## config.mk

```make
export PLATFORM = sky130hd
export DESIGN_NAME = operand_holder_bank
export DESIGN_NICKNAME = d
export VERILOG_FILES = /design/src/rtl/operand_holder_bank_pkg.sv /design/src/rtl/operand_holder_bank_stability_detector.sv /design/src/rtl/operand_holder_bank.sv
export SDC_FILE = /design/constraint.sdc
export NUM_CORES = 1
export LEC_CHECK = 0
export ABC_AREA = 1
export CORE_UTILIZATION = 50
export CTS_BUF_LIST = sky130_fd_sc_hd__clkbuf_16
export CTS_CLUSTER_SIZE = 24
export DETAILED_ROUTE_END_ITERATION = 10
export HOLD_SLACK_MARGIN = 0.05
export PLACE_DENSITY = 0.79
export SLEW_MARGIN = 5
export SYNTH_ARGS = -nofsm -noshare
export SYNTH_HDL_FRONTEND = slang
export SYNTH_HIERARCHICAL = 1
export SYNTH_SLANG_ARGS = --single-unit
```

## constraint.sdc

```tcl
create_clock -name clock -period 2 [get_ports clock]
set_clock_uncertainty 0.1 [all_clocks]
set_input_delay 0.6 -clock clock [delete_from_list [all_inputs] [get_ports clock]]
set_output_delay 0.6 -clock clock [all_outputs]
set_load 0.005 [all_outputs]
```

## src/rtl/operand_holder_bank_pkg.sv

```systemverilog
// Shared command codes, FSM encoding and sizing helper for the operand holder bank.
package operand_holder_pkg;

    localparam logic [2:0] SEL_LOAD    = 3'b010;
    localparam logic [2:0] SEL_CLR_SEL = 3'b100;
    localparam logic [2:0] SEL_CLR_ALL = 3'b101;

    typedef enum logic [1:0] {
        IDLE   = 2'd0,
        WAIT   = 2'd1,
        LOCKED = 2'd2
    } state_e;

    // Stability counter width; never below one bit.
    function automatic int unsigned cnt_width(input int unsigned depth);
        return (depth > 2) ? $clog2(depth) : 1;
    endfunction

endpackage

```

## src/rtl/operand_holder_bank_stability_detector.sv

```systemverilog
// Tracks how many consecutive edges din has held its value; flags when the
// next edge would be the DEPTH-th equal sample.
module stability_detector
    import operand_holder_pkg::*;
#(
    parameter int unsigned WIDTH = 8,
    parameter int unsigned DEPTH = 2
) (
    input  logic             clock,
    input  logic             reset_n,
    input  logic [WIDTH-1:0] din,
    input  logic             restart,
    output logic             stable
);

    localparam int unsigned        CNT_W   = cnt_width(DEPTH);
    localparam logic [CNT_W-1:0]   CNT_MAX = CNT_W'(DEPTH - 1);
    localparam logic [CNT_W:0]     THRESH  = (CNT_W + 1)'(DEPTH - 1);

    logic [WIDTH-1:0] prev_q;
    logic [CNT_W-1:0] cnt_q;
    logic [CNT_W-1:0] cnt_d;
    logic             same_c;

    assign same_c = (din == prev_q);

    // Saturating run-length counter, cleared on a change or an explicit restart.
    always_comb begin
        cnt_d = '0;
        if (!restart && same_c) begin
            cnt_d = (cnt_q == CNT_MAX) ? cnt_q : cnt_q + CNT_W'(1);
        end
    end

    always_ff @(posedge clock or negedge reset_n) begin
        if (!reset_n) begin
            prev_q <= '0;
            cnt_q  <= '0;
        end else begin
            prev_q <= din;
            cnt_q  <= cnt_d;
        end
    end

    // cnt >= DEPTH-2, written without a compare-against-zero at DEPTH=2.
    assign stable = same_c && (({1'b0, cnt_q} + (CNT_W + 1)'(1)) >= THRESH);

endmodule

```

## src/rtl/operand_holder_bank.sv

```systemverilog
// Multi-channel operand register bank: commits din into a selected channel
// once it has been stable long enough, with per-channel and global clear.
module operand_holder_bank
    import operand_holder_pkg::*;
#(
    parameter int unsigned WIDTH    = 8,
    parameter int unsigned DEPTH    = 2,
    parameter int unsigned CHANNELS = 2,
    parameter int unsigned CH_W     = 3
) (
    input  logic                       clock,
    input  logic                       reset_n,
    input  logic [WIDTH-1:0]           din,
    input  logic [2:0]                 sel,
    input  logic [CH_W-1:0]            chan,
    output logic [CHANNELS*WIDTH-1:0]  out_flat,
    output logic [CHANNELS-1:0]        valid,
    output logic                       load_done,
    output logic                       stable
);

    state_e            state_q;
    logic [CH_W-1:0]   chan_q;
    logic [WIDTH-1:0]  regs_q [CHANNELS];

    logic                is_load_c;
    logic                clr_sel_c;
    logic                clr_all_c;
    logic                chan_ok_c;
    logic                restart_c;
    logic                commit_c;
    logic [CHANNELS-1:0] hit_c;

    assign is_load_c = (sel == SEL_LOAD);
    assign clr_sel_c = (sel == SEL_CLR_SEL);
    assign clr_all_c = (sel == SEL_CLR_ALL);
    assign chan_ok_c = (32'(chan) < CHANNELS);

    // Switching target channel mid-wait throws away the partial stability count.
    assign restart_c = (state_q == WAIT) && is_load_c && (chan != chan_q);

    stability_detector #(
        .WIDTH (WIDTH),
        .DEPTH (DEPTH)
    ) u_stab (
        .clock   (clock),
        .reset_n (reset_n),
        .din     (din),
        .restart (restart_c),
        .stable  (stable)
    );

    always_comb begin
        hit_c = '0;
        for (int unsigned i = 0; i < CHANNELS; i++) begin
            hit_c[i] = chan_ok_c && (32'(chan) == i);
        end
    end

    // A commit needs a valid channel; in WAIT it must also still match chan_q.
    always_comb begin
        commit_c = 1'b0;
        if (is_load_c && chan_ok_c) begin
            case (state_q)
                IDLE:    commit_c = stable;
                WAIT:    commit_c = stable && (chan == chan_q);
                default: commit_c = 1'b0;
            endcase
        end
    end

    always_ff @(posedge clock or negedge reset_n) begin
        if (!reset_n) begin
            state_q   <= IDLE;
            chan_q    <= '0;
            load_done <= 1'b0;
            valid     <= '0;
            for (int unsigned i = 0; i < CHANNELS; i++) begin
                regs_q[i] <= '0;
            end
        end else begin
            load_done <= commit_c;

            for (int unsigned i = 0; i < CHANNELS; i++) begin
                if (clr_all_c || (clr_sel_c && hit_c[i])) begin
                    regs_q[i] <= '0;
                    valid[i]  <= 1'b0;
                end else if (commit_c && hit_c[i]) begin
                    regs_q[i] <= din;
                    valid[i]  <= 1'b1;
                end
            end

            if (clr_all_c || clr_sel_c) begin
                state_q <= IDLE;
            end else begin
                case (state_q)
                    IDLE: begin
                        if (is_load_c && chan_ok_c) begin
                            if (stable) begin
                                state_q <= LOCKED;
                            end else begin
                                state_q <= WAIT;
                                chan_q  <= chan;
                            end
                        end
                    end
                    WAIT: begin
                        if (!is_load_c) begin
                            state_q <= IDLE;
                        end else if (chan != chan_q) begin
                            // Retargeting to a nonexistent channel abandons the load.
                            if (chan_ok_c) begin
                                chan_q <= chan;
                            end else begin
                                state_q <= IDLE;
                            end
                        end else if (stable) begin
                            state_q <= LOCKED;
                        end
                    end
                    LOCKED: begin
                        if (!is_load_c) begin
                            state_q <= IDLE;
                        end
                    end
                    default: state_q <= IDLE;
                endcase
            end
        end
    end

    always_comb begin
        out_flat = '0;
        for (int unsigned i = 0; i < CHANNELS; i++) begin
            out_flat[i*WIDTH +: WIDTH] = regs_q[i];
        end
    end

endmodule
```

Word-level counts from Yosys, hierarchy flattened. Cells that the tools add are included.

Output and inout port bits: 20. Input port bits: 16. Word-level logic and storage cells: 82. Register bits: 33.

Muxes and demuxes: 27. Add/sub/neg operators: 2. Eq/ne operators: 18. Bitwise gates (word level): 1. Reduce and logical (&&, ||, !) cells: 23. $lt $le $gt $ge: 2.

Operators by type and width (count): two-way mux 8 bit (4); two-way mux 2 bit (8); two-way mux 3 bit (5); logical AND 1 bit (12); == test 8 bit (1); != test 2 bit (second input constant) (4); two-way mux 1 bit (7); AND reduction 7 bit (1); == test 3 bit (second input constant) (2); != test 3 bit (second input constant) (2); case mux 2 bit (3 select lines) (1); case mux 3 bit (2 select lines) (1); nonzero test 2 bit (3); != test 5 x 3 -> 1 bit (second input constant) (1); != test 5 bit (second input constant) (1); AND reduction 4 bit (1); == test 3 x 1 -> 1 bit (second input constant) (1); == test 3 x 2 -> 1 bit (second input constant) (1); == test 3 bit (1); logical NOT 3 bit (1); logical OR 1 bit (3); < comparator 3 x 2 -> 1 bit (second input constant) (1); != test 3 bit (1); adder 1 x 1 -> 2 bit (second input constant) (1); other kinds (9) (9).

Longest topological paths before layout. Gate-level depths: netlist of the first run.

Word-level depth: 9. Mapped depth: 12. Mapped depth without buffers: 12.

Hierarchy. Netlist of the first run, hierarchy kept.

By module, submodules not included: operand_holder_bank (times used 1, cells an instance 152, area each 1323.8 um^2); stability_detector (times used 1, cells an instance 54, area each 372.9 um^2).

Worst setup path before layout of the first run. No wires, ideal clock.

Kind: input to register. Start: in din[1]. End: reg valid[0]. Cell stages on the path: 11. Setup time: 0.119 ns. Path buffers: 0. Data arrival time: 1.633 ns. Slack: 0.148 ns. Path through: inv_1 -> nand2_1 -> nand2_1 -> nor2_1 -> nand2_1 -> nor2_1 -> inv_1 -> nor2_8 -> nand3_4 -> nand3_1 -> nand2_1.

Word-level cells in the longest chain between the ends: 7.

RTL lines: from (decl) (RTL line operand_holder_bank.sv:13) `input logic [WIDTH-1:0] din,`; == test 8 bit (*) (RTL line operand_holder_bank_stability_detector.sv:25) `assign same_c = (din == prev_q);`; logical AND 1 bit (*) (RTL line operand_holder_bank_stability_detector.sv:46) `assign stable = same_c && (({1'b0, cnt_q} + (CNT_W + 1)'(1)) >= THRESH);`; named net stable (RTL line operand_holder_bank.sv:19) `output logic stable`; logical AND 1 bit (RTL line operand_holder_bank.sv:66) `WAIT: commit_c = stable && (chan == chan_q);`; case mux 1 bit (2 select lines) (*) (RTL line operand_holder_bank.sv:64) `case (state_q)`; two-way mux 1 bit (*) (RTL line operand_holder_bank.sv:63) `if (is_load_c && chan_ok_c) begin`; logical AND 1 bit (*) (RTL line operand_holder_bank.sv:88) `end else if (commit_c && hit_c[i]) begin`; nonzero test 2 bit (no line) (*); to (signal assigned) (RTL line operand_holder_bank.sv:77) `valid <= '0;`; to (signal, indexed assignment) (RTL line operand_holder_bank.sv:87) `valid[i] <= 1'b0;`; to (signal, indexed assignment) (RTL line operand_holder_bank.sv:90) `valid[i] <= 1'b1;`; to (decl) (RTL line operand_holder_bank.sv:17) `output logic [CHANNELS-1:0] valid,`.

The timed path passes the listed nets; every way through them passes the cells marked *. A chain may end at the register's enable or synchronous reset.

Final worst setup path of the first run.
Start: in din[3]. End: out stable.

Word-level cells in the longest chain between the ends: 2.

RTL lines (RTL line): == test 8 bit (operand_holder_bank_stability_detector.sv:25); logical AND 1 bit (operand_holder_bank_stability_detector.sv:46); to (decl) (operand_holder_bank.sv:19).

Every way passes these cells.

==> summary.md, run 1 <==
| Metric | Value |
|---|---|
| TritonCTS clock tree | done |
| Final Hold Fails | 0 |
| 1st-iter DRT viols | 69 |
| Family with the most delay on the worst path | simple AND/OR/NAND/NOR gates |
| Crit start category | input pin |
| Hold path depth | 1 |
| # rows | 20 |
| R2r setup slk | 0.15 ns |
| WL final | 3.96 mm |
| Fin cells | 317 |
| Worst-path cell chain | buf_8 -> nand2_1 -> nand2_1 -> nor2_2 -> nand2_1 -> nor2_2 -> buf_2 |
| Reg-to-Reg Start | u_stab/prev_q[1] |
| CP max FO | 3 |
| Most frequent CP cell | nand2_1 |
| Critical Path RT | 1.30 ns |
| WP data arrival | 1.27 ns |
| Vias in the first global route | 1513 |
| Io pins | 36 |
| Final Critical Period | 1.97 ns |
| Latest clock arrival within the worst-skew pair | 0.28 ns |
| Core box area | 0.00313 mm² |
| Final setup margin | 0.0281 ns |
| CP Depth | 7 |
| DRC | 0 |
| Period utilisation layout | 0.986 |
| RSZ-0062 raised after global routing | yes |
| Gpl congestion | 0.906 |
| Initial Utilization | 0.540 |
| Kind of end point of the critical path | primary output |
| Worst Hold Class | input pin to flip-flop |
| Fmax achieved | 507 MHz |
| Cell Area, Synth | 0.00169 mm² |
| First-pass GRT wire length | 6.52 mm |
| Placed insts | 308 |
| Worst rel slew slack | 0.738 |
| Layout Area Growth over Synthesis | 46.1% |
| Run status | complete, no violations |
| Setup TNS | 0 ns |
| Clock root buffer | clkbuf_16 |
| Slew at the pin with the worst max-slew slack | 0.393 ns |
| Layout cells sized above 1 | 0.282 |
| ANT cells | 0 |
| Die area | 0.00361 mm² |
| Largest net degree at the start of global routing | 33 |
| Die Ht | 60.1 µm |
| Initial antenna violation count | 0 |
| Syn avg cell area | 8.28 µm² |
| Mapped Cells | 204 |
| Syn Nets | 220 |
| Worst-path clk slew | 0.05 ns |
| Cells on worst reg2reg path | 12 |
| Crit. Startpoint | din[3] |
| PortBufs | 35 |
| Buf+Inv Stages, Crit Path | 2 |
| Vias/cell | 5.04 |
| Slowest CP cell | nor2_2 |
| TritonCTS Buffers | 5 |
| H-tree level count | 2 |
| Peak VDD IR | 629 µV |
| Final setup fails | 0 |
| Die X | 60.1 µm |
| Pre-antenna DRT Iters | 4 |
| Number of clock sinks | 32 |
| Pwr Density | 748 mW/mm² |
| R2r endpoint | out_flat[15] |
| Post-DP HPWL | 2.80 mm |
| Nets | 288 |
| Clock Tree Buf Depth | 2 |
| MaxCap Viol Count | 0 |
| Final Slew Violations | 0 |
| Leak pwr | 1.31 nW |
| Place WS | -0.899 ns |
| Drt wl/cell | 12.5 µm |
| Slowest stage delay, CP | 0.13 ns |
| CP Class | input pin to primary output |
| CP Capture Point | stable |
| GRT overflow | 0 |
| Synth Warn # | 6 |
| Post-route ant nets | 0 |
| Gr usage total | 0.250 |
| DR vias | 1597 |
[sequential cells by signal, summed over array words and instances, names as in the netlist]
name and cells:
valid 2, u_stab/prev_q 8, state_q 2, load_done 1, chan_q 3, out_flat 16
[final cells by class]
| class | instances | area (µm²) |
|---|---|---|
| multi-input cells | 139 | 761 |
| well taps | 44 | 55.1 |
| clock buffers | 5 | 125 |
| flip-flops and latches | 32 | 801 |
| clock inverters | 3 | 38.8 |
| fillers | 216 | 661 |
| repair buffers | 63 | 567 |
| inverters | 31 | 120 |
[placed cells by master, fill, tap and decap left out, types with 2 or more instances in the layout]
cell	instances
buf_2	2
nand4_1	17
nand2_1	56
dfrtp_1	32
nor2_1	13
nand3_1	21
clkdlybuf4s50_1	26
buf_6	5
nand3_4	3
inv_1	21
inv_2	9
o21ai_2	2
nor2_4	4
nand2_2	6
clkbuf_16	5
nor2_2	4
nor3_1	2
buf_8	2
buf_4	28
[stage by stage]
stage / hold WS, ns / power [mW] / util / cell area, µm²
floorplan: 0.204 / 0.878 / - / 1690
global placement: 0.382 / 0.990 / 0.724 / 2270
detailed placement: 0.389 / 0.997 / 0.724 / 2270
CTS: 0.330 / 1.84 / 0.773 / 2420
global route: 0.330 / 1.93 / 0.789 / 2470
finish: 0.335 / 1.85 / 0.789 / 2470
[worst min path at each step]
stage,from,end,slack [ns]
global route,din[6],u_stab/prev_q[6],0.33
detailed placement,out_flat[8],out_flat[8],0.39
CTS,din[6],u_stab/prev_q[6],0.33
floorplan,reset_n,chan_q[0],0.20
global placement,valid[1],valid[1],0.38
finish,din[6],u_stab/prev_q[6],0.33
[layer usage]
metal | vias to the layer above | GRT usage | part of all wire
met5 | - | 0 | 0
li1 | 798 | - | -
met1 | 737 | 0.297 | 0.41
met2 | 50 | 0.432 | 0.53
met4 | 0 | 0.0864 | 0.020
met3 | 12 | 0.0671 | 0.042
[where the power goes]
part	leakage, nW	switching [mW]	internal [mW]
clock network	0.0850	0.266	0.579
logic	0.805	0.176	0.131
registers	0.423	0.0187	0.675
[repair_timing]
action	4_1_cts	5_1_grt
cloned	0	0
resized for setup	43	16
hold buffers	0	0
buffers inserted	1	0
endpoints found under the setup margin	25	4
pin swaps	9	12
Note: power is estimated with default switching activity, not from simulation.
==> run 2: changes to the inputs <==
--- a/config.mk
+++ b/config.mk
@@ -6,6 +6,7 @@
 export NUM_CORES = 1
 export LEC_CHECK = 0
 export ABC_AREA = 1
+export CORE_MARGIN = 2
 export CORE_UTILIZATION = 50
 export CTS_BUF_LIST = sky130_fd_sc_hd__clkbuf_16
 export CTS_CLUSTER_SIZE = 24
@@ -17,3 +18,4 @@
 export SYNTH_HDL_FRONTEND = slang
 export SYNTH_HIERARCHICAL = 1
 export SYNTH_SLANG_ARGS = --single-unit
+export TNS_END_PERCENT = 30
==> run 2 against run 1 <==
Routed wire length fell by 5.8%. Critical path depth did not move. Worst setup slack improved by 0.0062 ns. Non-clock buffer count rose by 1. Total power fell by 9.3%. First-iteration DRC count rose by 16%. Die area rose by 6.8%. Count of clock-buffer cells in the layout did not move. Largest power group is now registers. Critical path type unchanged. Largest cell class unchanged. Hold slack improved by 0.040 ns.
==> summary.md, run 2 (synthesis gave the netlist of run 1 again) <==
| Metric | Value |
|---|---|
| Gr usage total | 0.220 (-0.0304) |
| Io pins | 36 (unchanged) |
| Die X | 62.1 µm (+3.3%) |
| Leak pwr | 1.29 nW (-1.8%) |
| Initial antenna violation count | 0 (unchanged) |
| Run status | complete, no violations |
| Slowest CP cell | buf_2 |
| Worst-path cell chain | buf_2 -> nor2_1 -> nor2_1 -> nor2_1 -> nand2_1 -> nor2_2 -> buf_2 |
| Final Hold Fails | 0 (unchanged) |
| Crit start category | input pin |
| Final design utilization | 0.729 (-0.0597) |
| Initial Utilization | 0.514 (-0.0257) |
| Vias/cell | 4.90 (-2.7%) |
| Pre-antenna DRT Iters | 4 (unchanged) |
| Post-route ant nets | 0 (unchanged) |
| CP Class | input pin to primary output |
| Fmax achieved | 509 MHz (+0.32%) |
| Number of clock sinks | 32 (unchanged) |
| # rows | 21 (+5.0%) |
| TritonCTS clock tree | done |
| Worst Hold Class | input pin to flip-flop |
| Nets | 289 (+0.35%) |
| Final Slew Violations | 0 (unchanged) |
| Largest register FFs | 16 (unchanged) |
| Worst-path clk slew | 0.05 ns (about the same) |
| TritonCTS Buffers | 5 (unchanged) |
| Highest-count cells in the layout ignoring fill and taps | 59 x nand2_1, 32 x dfrtp_1, 28 x buf_4 |
| Layout cells sized above 1 | 0.256 (-0.0256) |
| Placed insts | 312 (+1.3%) |
| MaxCap Viol Count | 0 (unchanged) |
| RSZ-0062 raised after global routing | yes |
| Min Hold Slack | 0.375 ns (+0.0398 ns) |
| H-tree level count | 2 (unchanged) |
| CP max FO | 3 (unchanged) |
| Post-CTS Setup Bufs | 0 (-1) |
| ANT cells | 0 (unchanged) |
| Peak VDD IR | 551 µV (-12%) |
| # fillers | 255 (+18%) |
| WL final | 3.73 mm (-5.8%) |
| Largest net degree at the start of global routing | 33 (unchanged) |
| DRC | 0 (unchanged) |
| First-pass GRT wire length | 6.67 mm (+2.3%) |
| Critical Path RT | 1.30 ns (about the same) |
| Fin cells | 319 (+0.63%) |
| Period utilisation layout | 0.983 (-0.00312) |
| GRT overflow | 0 (unchanged) |
| Drt wl/cell | 11.7 µm (-6.4%) |
| Kind of end point of the critical path | primary output |
| Vias in the first global route | 1509 (-0.26%) |
| Slowest stage delay, CP | 0.12 ns (about the same) |
| Latest clock arrival within the worst-skew pair | 0.27 ns (about the same) |
| Die area | 0.00386 mm² (+6.8%) |
| Final setup fails | 0 (unchanged) |
| Clock Tree Buf Depth | 2 (unchanged) |
| Core box area | 0.00328 mm² (+5.0%) |
| 1st-iter DRT viols | 80 (+16%) |
| Die Ht | 62.1 µm (+3.3%) |
| Most common cell after layout, fill and taps aside | nand2_1 |
| Layout Area Growth over Synthesis | 41.8% |
| DR vias | 1564 (-2.1%) |
| Clock root buffer | clkbuf_16 |
| Slew at the pin with the worst max-slew slack | 0.397 ns (+0.00452 ns) |
| Most frequent CP cell | nor2_1 |
| WP data arrival | 1.27 ns (about the same) |
| Gpl congestion | 0.932 (+2.8%) |
| Final Critical Period | 1.97 ns (-0.00623 ns) |
| PortBufs | 35 (unchanged) |
| Post-DP HPWL | 2.77 mm (-1.1%) |
| Pwr Density | 699 mW/mm² (-6.5%) |
| Worst rel slew slack | 0.735 (-0.00301) |
[run 2: final timing paths]
kind | from | slack [ns] | endpoint | cells past startpoint
setup / recovery | din[5] | 0.03 | stable | 7
hold / removal | din[4] | 0.37 | u_stab/prev_q[4] | 1
setup reg to reg | u_stab/prev_q[5] | 0.26 | out_flat[11] | 11
hold reg to reg | out_flat[1] | 0.39 | out_flat[1] | 2
max in group asynchronous | reset_n | 0.88 | out_flat[8] | 2
min in group asynchronous | reset_n | 0.63 | u_stab/prev_q[2] | 2
[run 2: worst max-delay path, delay by kind of cell]
kind,cells,cell delay (ns)
AND/OR/NAND/NOR,5,0.43
buffers and inverters,2,0.24
[run 2: final cells by class]
class | instances | area, µm² | share of cell area
well taps | 46 | 57.6 | 0.0240
clock buffers | 5 | 125 | 0.0522
multi-input cells | 139 | 751 | 0.313
inverters | 31 | 116 | 0.0486
repair buffers | 64 | 536 | 0.224
clock inverters | 2 | 8.76 | 0.00366
flip-flops and latches | 32 | 801 | 0.334
[run 2: what timing repair did]
action                                  in CTS  in global routing
pin swaps                                    9                  0
endpoints found under the setup margin      25                  3
gates resized for setup                     38                  1
hold buffers                                 0                  0
[run 2: routing by layer]
metal | GRT usage | part of all wire | vias up
met5 | 0 | 0 | -
met4 | 0.0944 | 0.020 | 0
met3 | 0.0507 | 0.041 | 8
met2 | 0.391 | 0.53 | 38
met1 | 0.253 | 0.40 | 722
li1 | - | - | 796
[run 2: through the flow]
step / setup WS [ns] / setup TNS, ns / area, µm² / power, mW
final: 0.0343 / 0 / 2390 / 1.67
after global routing: -0.0425 / -0.0425 / 2390 / 1.76
after CTS: 0.0291 / 0 / 2390 / 1.69
after detailed placement: -0.825 / -14.15 / 2300 / 1.00
after global placement: -0.766 / -12.47 / 2300 / 0.993
after floorplan: 0.148 / 0 / 1690 / 0.878
[run 2: power by group]
group	internal, mW	switching (mW)
Sequential	0.676	0.0179
Clock	0.444	0.241
Combinational	0.125	0.170
Total	1.25	0.429
==> run 3: changes to the inputs <==
--- a/config.mk
+++ b/config.mk
@@ -7,12 +7,11 @@
 export LEC_CHECK = 0
 export ABC_AREA = 1
 export CORE_MARGIN = 2
-export CORE_UTILIZATION = 50
+export CORE_UTILIZATION = 25
 export CTS_BUF_LIST = sky130_fd_sc_hd__clkbuf_16
 export CTS_CLUSTER_SIZE = 24
 export DETAILED_ROUTE_END_ITERATION = 10
 export HOLD_SLACK_MARGIN = 0.05
-export PLACE_DENSITY = 0.79
 export SLEW_MARGIN = 5
 export SYNTH_ARGS = -nofsm -noshare
 export SYNTH_HDL_FRONTEND = slang
==> run 3 against run 2 <==
Hold slack improved by 0.0046 ns. Utilization fell by 33 points. Non-clock buffer count fell by 2. Routed wire length rose by 10%. Fmax fell by 1.0%. Largest cell class is now multi-input gates.
==> summary.md, run 3 (synthesis gave the netlist of run 1 again) <==
| Metric | Value |
|---|---|
| Run status | complete, no violations |
| GRT overflow | 0 (unchanged) |
| TritonCTS Buffers | 5 (unchanged) |
| Highest-count cells in the layout ignoring fill and taps | 57 x nand2_1, 32 x dfrtp_1, 26 x clkdlybuf4s50_1 |
| Min Hold Slack | 0.379 ns (+0.00460 ns) |
| Fin cells | 351 (+10%) |
| Nets | 289 (unchanged) |
| Cells on worst reg2reg path | 12 (+1) |
| Die X | 86.2 µm (+39%) |
| Crit start category | input pin |
| DRC | 0 (unchanged) |
| Period utilisation layout | 0.993 (+0.00988) |
| H-tree level count | 2 (unchanged) |
| Number of clock sinks | 32 (unchanged) |
| Hold path depth | 1 (unchanged) |
| Fmax achieved | 504 MHz (-1.0%) |
| Vias/cell | 4.43 (-9.7%) |
| Worst-path clk slew | 0.05 ns (about the same) |
| Largest net degree at the start of global routing | 33 (unchanged) |
| Die area | 0.00743 mm² (+93%) |
| Core box area | 0.00646 mm² (+97%) |
| Drt wl/cell | 11.7 µm (about the same) |
| Clock Tree Buf Depth | 2 (unchanged) |
| Initial antenna violation count | 0 (unchanged) |
| Post-DP HPWL | 3.06 mm (+11%) |
| ANT cells | 0 (unchanged) |
| Critical Path RT | 1.30 ns (about the same) |
| WL final | 4.11 mm (+10%) |
| M1 GR Usage | 0.140 (-0.112) |
| Pwr Total | 1.86 mW (+11%) |
| Worst Hold Class | input pin to flip-flop |
| R2r setup slk | 0.15 ns (-0.11 ns) |
| CP max FO | 3 (unchanged) |
| Met3 Resource Use GR | 0.0419 (-0.00882) |
| Vias in the first global route | 1440 (-4.6%) |
| Largest register FFs | 16 (unchanged) |
| Gr usage total | 0.114 (-0.106) |
| PortBufs | 35 (unchanged) |
| MaxCap Viol Count | 0 (unchanged) |
| WHS Endpoint | u_stab/prev_q[5] |
| First-pass GRT wire length | 6.58 mm (-1.3%) |
| Final Critical Period | 1.99 ns (+0.0198 ns) |
| Leak pwr | 1.31 nW (+1.3%) |
| TritonCTS clock tree | done |
| Gpl congestion | 0.833 (-11%) |
| R2r endpoint | out_flat[9] |
| Initial Utilization | 0.262 (-0.253) |
| Pwr Density | 724 mW/mm² (+3.5%) |
| DR vias | 1554 (-0.64%) |
| Final Slew Violations | 0 (unchanged) |
| Slew at the pin with the worst max-slew slack | 0.406 ns (+0.00855 ns) |
| Final design utilization | 0.397 (-0.332) |
| WP data arrival | 1.29 ns (+0.02 ns) |
| Layout Area Growth over Synthesis | 51.9% |
| Kind of end point of the critical path | primary output |
| Post-route ant nets | 0 (unchanged) |
| # fillers | 672 (+160%) |
| Most common cell after layout, fill and taps aside | nand2_1 |
| Peak VDD IR | 347 µV (-37%) |
| RSZ-0062 raised after global routing | yes |
| GR Util met2 | 0.190 (-0.202) |
| Placed insts | 341 (+9.3%) |
| 1st-iter DRT viols | 38 (-53%) |
| Die Ht | 86.2 µm (+39%) |
| Latest clock arrival within the worst-skew pair | 0.28 ns (about the same) |
| Worst rel slew slack | 0.729 (-0.00570) |
| Pre-antenna DRT Iters | 4 (unchanged) |
| Clock root buffer | clkbuf_16 |
| Io pins | 36 (unchanged) |
| Layout cells sized above 1 | 0.310 (+0.0538) |
| # rows | 29 (+38%) |
| Final setup fails | 0 (unchanged) |
| CP Class | input pin to primary output |
| Gr busiest metal | met2 |
| Final Hold Fails | 0 (unchanged) |
| Hold Path Origin | din[5] |
| Reg-to-Reg Start | u_stab/prev_q[0] |
-- run 3: area by class of cell --
class,instances,area [µm²],share of cell area
inverter,31,120,0.0468
sequential,32,801,0.312
multi-input combinational,141,833,0.325
clock inverter,3,38.8,0.0151
timing repair buffer,62,551,0.215
clock buffer,5,125,0.0488
tap,77,96.3,0.0376
-- run 3: repair_timing --
| action | in CTS | in global routing |
|---|---|---|
| endpoints found under the setup margin | 25 | 25 |
| cloned | 0 | 2 |
| pin swaps | 8 | 19 |
| resized for setup | 38 | 24 |
| buffers inserted | 1 | 0 |
| hold buffers | 0 | 0 |
-- run 3: critical path, stage by stage --
cell,delay [ns]
buf_2,0.10
inv_1,0.04
nand2_1,0.05
nand2_1,0.06
nor2_2,0.11
nand2_2,0.08
nor2_4,0.13
buf_2,0.12
-- run 3: report_power, final --
group	internal (mW)	switching (mW)	total, mW
clock network	0.579	0.264	0.843
logic	0.137	0.182	0.319
registers	0.675	0.0188	0.694
total	1.39	0.465	1.86
-- run 3: how the worst max path moves through the flow --
stage	from	slack (ns)	cells past startpoint	to
2_1_floorplan	din[1]	0.15	11	valid[0]
3_3_place_gp	din[2]	-0.83	8	stable
3_5_place_dp	din[1]	-0.84	8	stable
4_1_cts	din[5]	0.0005	7	stable
5_1_grt	u_stab/prev_q[0]	-0.09	12	out_flat[13]
6_report	din[2]	0.01	8	stable
-- run 3: metal layers --
layer | vias up | wire length, µm
li1 | 798 | -
met1 | 715 | 1860
met2 | 35 | 2010
met3 | 6 | 227
met5 | - | 0
met4 | 0 | 15
-- run 3: per-stage QoR --
stage	worst slack (ns)	setup TNS (ns)	instance area [µm²]
4_1_cts	0.000538	0	2450
5_1_grt	-0.0875	-0.603	2560
6_report	0.0146	0	2560
3_5_place_dp	-0.839	-14.54	2320
2_1_floorplan	0.148	0	1690
3_3_place_gp	-0.831	-14.12	2320
